<file path="src/rtl/hook_travel_control_pkg.sv">
// Shared definitions for the hook travel controller and its step timer.
// Holds the FSM state encoding, path direction codes, phase encoding and the
// default screen limits and field widths.
package hook_travel_control_pkg;

   localparam int X_W_DEF      = 9;
   localparam int Y_W_DEF      = 8;
   localparam int Y_BOTTOM_DEF = 230;
   localparam int X_MIN_DEF    = 0;
   localparam int X_MAX_DEF    = 319;
   localparam int STEP_DEF     = 1;
   localparam int OBJ_W_DEF    = 5;
   localparam int WEIGHT_W_DEF = 2;

   typedef enum logic [1:0] {
      DIR_STRAIGHT = 2'b00,
      DIR_LEFT     = 2'b01,
      DIR_RIGHT    = 2'b10,
      DIR_ALT      = 2'b11   // behaves as straight
   } hook_dir_e;

   typedef enum logic [3:0] {
      S_IDLE,
      S_DRAW,
      S_WAIT,
      S_ERASE,
      S_CHECK_LD,
      S_CHECK_WAIT,
      S_DECIDE,
      S_MOVE,
      S_TRAIL,
      S_EXIT
   } hook_state_e;

   typedef enum logic {
      PH_EXTEND,
      PH_RETRACT
   } hook_phase_e;

endpackage

</file>
<file path="src/rtl/hook_travel_control_step_timer.sv">
// Step timer: counts tick pulses up to a loadable target.
// Ports:
//   clk, reset  - clock, synchronous active-high reset
//   clear       - holds the count at zero (asserted whenever the owner is not waiting)
//   tick        - step pulse from the shared time counter
//   target      - number of ticks to wait for (>= 1)
//   reached     - count has reached target
module hook_travel_control_step_timer #(
   parameter int CNT_W = 3
) (
   input  logic             clk,
   input  logic             reset,
   input  logic             clear,
   input  logic             tick,
   input  logic [CNT_W-1:0] target,
   output logic             reached
);

   logic [CNT_W-1:0] count;

   always_ff @(posedge clk) begin
      if (reset || clear) begin
         count <= '0;
      end else if (tick && !reached) begin
         count <= count + CNT_W'(1);
      end
   end

   assign reached = (count == target);

endmodule

</file>
<file path="src/rtl/hook_travel_control.sv">
// Hook travel controller: extends the hook from its origin along a straight or
// diagonal path, probing for an object at every step, then retracts it to the
// origin at a speed scaled by the caught object's weight. A trail pixel is
// drawn at each position left behind while extending and erased while
// retracting.
// Ports:
//   start/origin_x/origin_y/dir - cycle request and path, latched in IDLE
//   tick/tick_en                - shared step pulse and its enable
//   draw_req/erase/draw_done    - hook sprite draw or erase at (hook_x, hook_y)
//   trail_*                     - one-cycle trail pixel write at the old position
//   check_ld/check_en/check_*   - object probe under the hook
//   done/caught/caught_obj/hit_limit - cycle result, valid until the next start
//   state_dbg                   - current FSM state
// Handshakes: draw_req stays high until draw_done is seen in DRAW/ERASE;
// check_en stays high until check_done, whose check_obj/check_weight are
// captured in that same cycle; done stays high until start drops.
module hook_travel_control
   import hook_travel_control_pkg::*;
#(
   parameter int X_W      = X_W_DEF,
   parameter int Y_W      = Y_W_DEF,
   parameter int Y_BOTTOM = Y_BOTTOM_DEF,
   parameter int X_MIN    = X_MIN_DEF,
   parameter int X_MAX    = X_MAX_DEF,
   parameter int STEP     = STEP_DEF,
   parameter int OBJ_W    = OBJ_W_DEF,
   parameter int WEIGHT_W = WEIGHT_W_DEF
) (
   input  logic                clk,
   input  logic                reset,
   input  logic                start,
   input  logic [X_W-1:0]      origin_x,
   input  logic [Y_W-1:0]      origin_y,
   input  logic [1:0]          dir,
   input  logic                tick,
   output logic                tick_en,
   input  logic                draw_done,
   output logic                draw_req,
   output logic                erase,
   output logic [X_W-1:0]      hook_x,
   output logic [Y_W-1:0]      hook_y,
   output logic                trail_req,
   output logic                trail_erase,
   output logic [X_W-1:0]      trail_x,
   output logic [Y_W-1:0]      trail_y,
   output logic                check_ld,
   output logic                check_en,
   input  logic                check_done,
   input  logic [OBJ_W-1:0]    check_obj,
   input  logic [WEIGHT_W-1:0] check_weight,
   output logic                done,
   output logic                caught,
   output logic [OBJ_W-1:0]    caught_obj,
   output logic                hit_limit,
   output hook_state_e         state_dbg
);

   localparam int CNT_W = WEIGHT_W + 1;
   localparam logic [X_W-1:0] STEP_X  = STEP[X_W-1:0];
   localparam logic [Y_W-1:0] STEP_Y  = STEP[Y_W-1:0];
   localparam logic [X_W:0]   X_MAX_L = X_MAX[X_W:0];
   localparam logic [X_W:0]   X_MIN_L = X_MIN[X_W:0];
   localparam logic [Y_W:0]   Y_BOT_L = Y_BOTTOM[Y_W:0];

   hook_state_e          state, state_next;
   hook_phase_e          phase;
   hook_dir_e            dir_q;
   logic [X_W-1:0]       org_x;
   logic [Y_W-1:0]       org_y;
   logic [WEIGHT_W-1:0]  weight_q;
   logic [OBJ_W-1:0]     obj_res;
   logic [WEIGHT_W-1:0]  wt_res;
   logic                 at_home;
   logic [X_W-1:0]       x_fwd, x_back;
   logic                 limit_next, home_next, reached;
   logic [CNT_W-1:0]     tick_target;

   // Bounds are evaluated one bit wider so the next-step position cannot wrap.
   assign limit_next =
      (({1'b0, hook_y} + {1'b0, STEP_Y}) > Y_BOT_L) ||
      ((dir_q == DIR_RIGHT) && (({1'b0, hook_x} + {1'b0, STEP_X}) > X_MAX_L)) ||
      ((dir_q == DIR_LEFT)  && ({1'b0, hook_x} < (X_MIN_L + {1'b0, STEP_X})));

   // Equivalent to y-STEP <= origin_y without unsigned underflow.
   assign home_next = ({1'b0, hook_y} <= ({1'b0, org_y} + {1'b0, STEP_Y}));

   always_comb begin
      x_fwd  = hook_x;
      x_back = hook_x;
      case (dir_q)
         DIR_LEFT: begin
            x_fwd  = hook_x - STEP_X;
            x_back = hook_x + STEP_X;
         end
         DIR_RIGHT: begin
            x_fwd  = hook_x + STEP_X;
            x_back = hook_x - STEP_X;
         end
         default: ;
      endcase
   end

   assign tick_target = (phase == PH_EXTEND) ? CNT_W'(1)
                                             : ({1'b0, weight_q} + CNT_W'(1));

   hook_travel_control_step_timer #(.CNT_W(CNT_W)) u_step_timer (
      .clk     (clk),
      .reset   (reset),
      .clear   (state != S_WAIT),
      .tick    (tick),
      .target  (tick_target),
      .reached (reached)
   );

   always_ff @(posedge clk) begin
      if (reset) state <= S_IDLE;
      else       state <= state_next;
   end

   always_comb begin
      state_next  = state;
      tick_en     = 1'b0;
      draw_req    = 1'b0;
      erase       = 1'b0;
      trail_req   = 1'b0;
      trail_erase = 1'b0;
      check_ld    = 1'b0;
      check_en    = 1'b0;
      done        = 1'b0;
      case (state)
         S_IDLE:       if (start) state_next = S_DRAW;
         S_DRAW: begin
            draw_req = 1'b1;
            if (draw_done) state_next = S_WAIT;
         end
         S_WAIT: begin
            tick_en = 1'b1;
            if (reached) state_next = S_ERASE;
         end
         S_ERASE: begin
            draw_req = 1'b1;
            erase    = 1'b1;
            if (draw_done) state_next = (phase == PH_EXTEND) ? S_CHECK_LD : S_MOVE;
         end
         S_CHECK_LD: begin
            check_ld   = 1'b1;
            state_next = S_CHECK_WAIT;
         end
         S_CHECK_WAIT: begin
            check_en = 1'b1;
            if (check_done) state_next = S_DECIDE;
         end
         S_DECIDE:     state_next = S_MOVE;
         S_MOVE:       state_next = S_TRAIL;
         S_TRAIL: begin
            trail_req   = 1'b1;
            trail_erase = (phase == PH_RETRACT);
            state_next  = at_home ? S_EXIT : S_DRAW;
         end
         S_EXIT: begin
            done = 1'b1;
            if (!start) state_next = S_IDLE;
         end
         default:      state_next = S_IDLE;
      endcase
   end

   always_ff @(posedge clk) begin
      if (reset) begin
         hook_x     <= '0;
         hook_y     <= '0;
         org_x      <= '0;
         org_y      <= '0;
         dir_q      <= DIR_STRAIGHT;
         phase      <= PH_EXTEND;
         weight_q   <= '0;
         obj_res    <= '0;
         wt_res     <= '0;
         at_home    <= 1'b0;
         trail_x    <= '0;
         trail_y    <= '0;
         caught     <= 1'b0;
         caught_obj <= '0;
         hit_limit  <= 1'b0;
      end else begin
         case (state)
            S_IDLE: if (start) begin
               hook_x     <= origin_x;
               hook_y     <= origin_y;
               org_x      <= origin_x;
               org_y      <= origin_y;
               dir_q      <= (dir == DIR_ALT) ? DIR_STRAIGHT : hook_dir_e'(dir);
               phase      <= PH_EXTEND;
               weight_q   <= '0;
               at_home    <= 1'b0;
               caught     <= 1'b0;
               caught_obj <= '0;
               hit_limit  <= 1'b0;
            end
            S_CHECK_WAIT: if (check_done) begin
               obj_res <= check_obj;
               wt_res  <= check_weight;
            end
            S_DECIDE: begin
               // An object beats a boundary hit in the same step.
               if (obj_res != '0) begin
                  caught     <= 1'b1;
                  caught_obj <= obj_res;
                  weight_q   <= wt_res;
                  phase      <= PH_RETRACT;
               end else if (limit_next) begin
                  hit_limit <= 1'b1;
                  phase     <= PH_RETRACT;
               end
            end
            S_MOVE: begin
               trail_x <= hook_x;
               trail_y <= hook_y;
               if (phase == PH_EXTEND) begin
                  hook_x <= x_fwd;
                  hook_y <= hook_y + STEP_Y;
               end else if (home_next) begin
                  hook_x  <= org_x;
                  hook_y  <= org_y;
                  at_home <= 1'b1;
               end else begin
                  hook_x <= x_back;
                  hook_y <= hook_y - STEP_Y;
               end
            end
            default: ;
         endcase
      end
   end

   assign state_dbg = state;

endmodule

</file>
<file path="config.mk">
export PLATFORM = sky130hd
export DESIGN_NAME = hook_travel_control
export DESIGN_NICKNAME = d
export VERILOG_FILES = /design/src/rtl/hook_travel_control_pkg.sv /design/src/rtl/hook_travel_control_step_timer.sv /design/src/rtl/hook_travel_control.sv
export SDC_FILE = /design/constraint.sdc
export NUM_CORES = 1
export LEC_CHECK = 0
export CAP_MARGIN = 20
export CORE_MARGIN = 3
export CORE_UTILIZATION = 48
export CTS_CLUSTER_DIAMETER = 150
export DETAILED_ROUTE_END_ITERATION = 8
export PLACE_DENSITY = 0.77
export SLEW_MARGIN = 15
export SYNTH_ARGS = -nofsm -noshare
export SYNTH_HDL_FRONTEND = slang
export SYNTH_SLANG_ARGS = --single-unit
export TNS_END_PERCENT = 5
</file>
<file path="constraint.sdc">
create_clock -name clk -period 2.38 [get_ports clk]
set_input_delay 0.714 -clock clk [delete_from_list [all_inputs] [get_ports clk]]
set_output_delay 0.714 -clock clk [all_outputs]
set_load 0.02 [all_outputs]
</file>
==> flow_summary_export.csv <==
group,metric,value,unit
run_status,status,"complete, but fails checks",
cells_and_area,fill_cells,827,
timing,fin_crit,2600,ps
synth,synth_top_family_by_area,"simple AND/OR/NAND/NOR gates",
setup_path,cp_max_fo,4,
clock_tree,ctsRootBufferMaster,"clkbuf_8",
power,vdd_ir_drop_max,0.354,mV
setup_path,crit_top_cell,"buf_4",
global_routing,grt_max_degree,39,
route,vias,4997,
global_routing,track_usage,25.4,%
cells_and_area,syn2layout_area_growth,31.6,%
min_path,min_from,"trail_y[2]$_SDFFE_PP0P_",
floorplan,die_w,105,um
floorplan,ioPinCount,85,
setup_path,r2r-start,"org_y[1]$_SDFFE_PP0P_",
synth,ys_seq_area_share,33.4,%
timing,rsz0062_at_grt,"yes",
clock_tree,clock_latency,360,ps
route,wirelength,14000,um
clock_tree,clk_pin_slew,90,ps
min_path,hp-class,"reg2reg",
setup_path,crit_start,"org_y[1]$_SDFFE_PP0P_",
timing,slew_headroom,55.6,%
synth,synthArstFlopShare,0,%
clock_tree,cts_buffers,9,
clock_tree,cts_tree,"built",
power,power.density,669,mW/mm^2
synth,synth_nets,667,
clock_tree,ctsHtreeMaxLevel,3,
floorplan,start_util,50.0,%
route,first_iter_violations,394,
power,static-leakage-power,2.33,nW
cells_and_area,multi_input_area,0.00294,mm^2
setup_path,critPathLaunchType,"flop",
synth,avgSynthCellArea,7.56,um^2
setup_path,crit_type,"reg2reg",
synth,syn_inst,619,
floorplan,die_h,105,um
synth,synth_mux_area_share,3.77,%
timing,post-route-period-util,109,%
global_routing,grt_pass1_wl,23100,um
route,viasPerCell,5.89,
place,place.detailed.hpwl,10000,um
setup_path,slowest_stage,"dfxtp_4",
cells_and_area,finalNetCount,763,
timing,hold_viol_final,0,
floorplan,die_area,0.0110,mm^2
global_routing,grt_remaining_overflow,0,
timing,setup_viol,17,
synth,synth_edf_count,0,
synth,ys_ff_latch,78,
synth,synth-adder-area-share,4.28,%
timing,hold_slack,455,ps
setup_path,required,2680,ps
run_status,violations,"negative setup slack",
synth,ys_types,59,
timing,worst_pin_slew,661,ps
setup_path,arrival,2900,ps
setup_path,crit_chain,"ha_4 -> nand3_2 -> nor2_2 -> xnor2_1 -> ha_1 -> a211oi_2 -> o21ai_2 -> o211ai_1 -> buf_4 -> buf_4 -> nor3_1 -> a311o_1 -> a21oi_2",
cells_and_area,finish.utilization,65.7,%
synth,synth-simple-area-share,26.5,%
clock_tree,holdBufCountCts,0,
place,port_buffers,84,
setup_path,critPathCaptureType,"flop",
cells_and_area,layout_common_cells,"105 x nand2_1, 74 x clkdlybuf4s50_1, 70 x dfxtp_1",
floorplan,core_area,0.00937,mm^2
timing,maxSlewViolCount,0,
synth,yosysWarnings,0,
cells_and_area,antenna_cells,0,
setup_path,critPathMaxStageDelay,390,ps
floorplan,fp-row-count,35,
clock_tree,clock_sinks,78,
global_routing,grt_pass1_vias,4687,
route,route.detailed.drc,0,
timing,fmaxAchievable,384,MHz
cells_and_area,final_common_cell,"nand2_1",
cells_and_area,seqCellArea,0.00158,mm^2
route,wire_per_inst,16.5,um
synth,syn_area,0.00468,mm^2
route,detail-route-antenna-nets,0,
route,drt_pass1_iterations,6,
timing,skew,11.1,ps
run,cap_violations,0,
synth,synth_xor_xnor_area_share,5.80,%
timing,postLayoutSetupSlackWorst,-222,ps
global_routing,grt_antenna_before_repair,0,
place,place_congestion,0.926,
clock_tree,clockBufferDepth,2,
cells_and_area,final_layout_size_suffix_gt1_share,14.3,%
synth,synthFlopType,"dfxtp_1",
synth,synth_compound_area_share,20.7,%
## worst paths after layout
kind / to / slack (ps) / cells past startpoint
worst max-delay path: hook_x[3]$_SDFFE_PP0P_ / -220 / 13
worst min-delay path: trail_y[2]$_SDFFE_PP0P_ / 460 / 2
worst max register to register: hook_x[3]$_SDFFE_PP0P_ / -220 / 13
worst min register to register: trail_y[2]$_SDFFE_PP0P_ / 460 / 2
## final cells by class
cell class                 instances  area share (%)
clock buffer                       9            2.01
timing repair buffer             136            20.3
sequential                        78            25.6
multi-input combinational        479            47.8
tap                              129            2.62
inverter                          11           0.670
clock inverter                     6            1.04
## synth_stat cells, drive strengths merged (7+ instances only)
library cell	n	area, um^2
nand3	30	155
ha	16	200
inv	11	41.3
dfxtp	78	1560
xor2	23	201
and3	10	62.6
clkbuf	38	143
nand2b	7	43.8
nand4	9	56.3
a21oi	70	350
nor2	41	154
mux2i	12	120
nand2	106	398
xnor2	8	70.1
o22ai	7	43.8
a22oi	8	60.1
o21ai	22	114
nor3	20	100
buf	13	75.1
or3	7	43.8
## kinds of logic after synthesis
group / after synthesis
and+or+nand+nor: 260
AOI/OAI and AO/OA: 155
DFF: 78
buffers and inverters: 62
xor gates and xnor gates: 31
muxes: 17
adders and majority gates: 16
## worst max-delay path, delay by kind of cell, from the launching register on
family                   cells  cell delay [ps]
buffers and inverters        2              330
XOR/XNOR                     1               70
AND/OR/NAND/NOR              3              260
flip-flops                   1              390
adder cells (fa/ha/maj)      2              480
AO/OA/AOI/OAI                5             1000
## repair_timing
action / 4_1_cts / 5_1_grt
resized for setup: 25 / 10
endpoints found under the setup margin: 28 / 26
hold endpoints to repair: 0 / 0
setup buffers: 0 / 0
pin swaps: 7 / 4
## power breakdown
group / switching (mW) / total, mW / internal (mW)
registers: 0.130 / 1.52 / 1.39
logic: 0.861 / 1.60 / 0.738
clock network: 0.522 / 0.999 / 0.477
total: 1.51 / 4.12 / 2.61
## sequential cells by signal, summed over array words and instances, names as in the netlist, 3 cells and up
signal,count
state_dbg,4
obj_res,5
trail_y,8
caught_obj,5
trail_x,9
hook_x,9
org_y,8
org_x,9
u_step_timer.count,3
hook_y,8
## metrics by stage
step	worst slack (ps)	instance area (um^2)	cells	TNS, ps	total power [mW]
after floorplan	-28.8	4700	619	-28.8	2.48
after global placement	-170	5900	833	-2530	3.00
after detailed placement	-342	5900	833	-5100	3.05
after CTS	-159	6140	848	-1780	4.09
after global routing	-343	6160	848	-4510	4.33
final	-222	6160	848	-2400	4.12
## routing by layer
metal / GRT usage, % / vias up / part of all wire [%]
met4: 9.37 / 0 / 2.2
li1: - / 2392 / -
met5: 0 / - / 0
met2: 41.3 / 214 / 47
met3: 3.64 / 32 / 6.9
met1: 34.2 / 2359 / 44
Note: power is estimated with default switching activity, not from simulation.
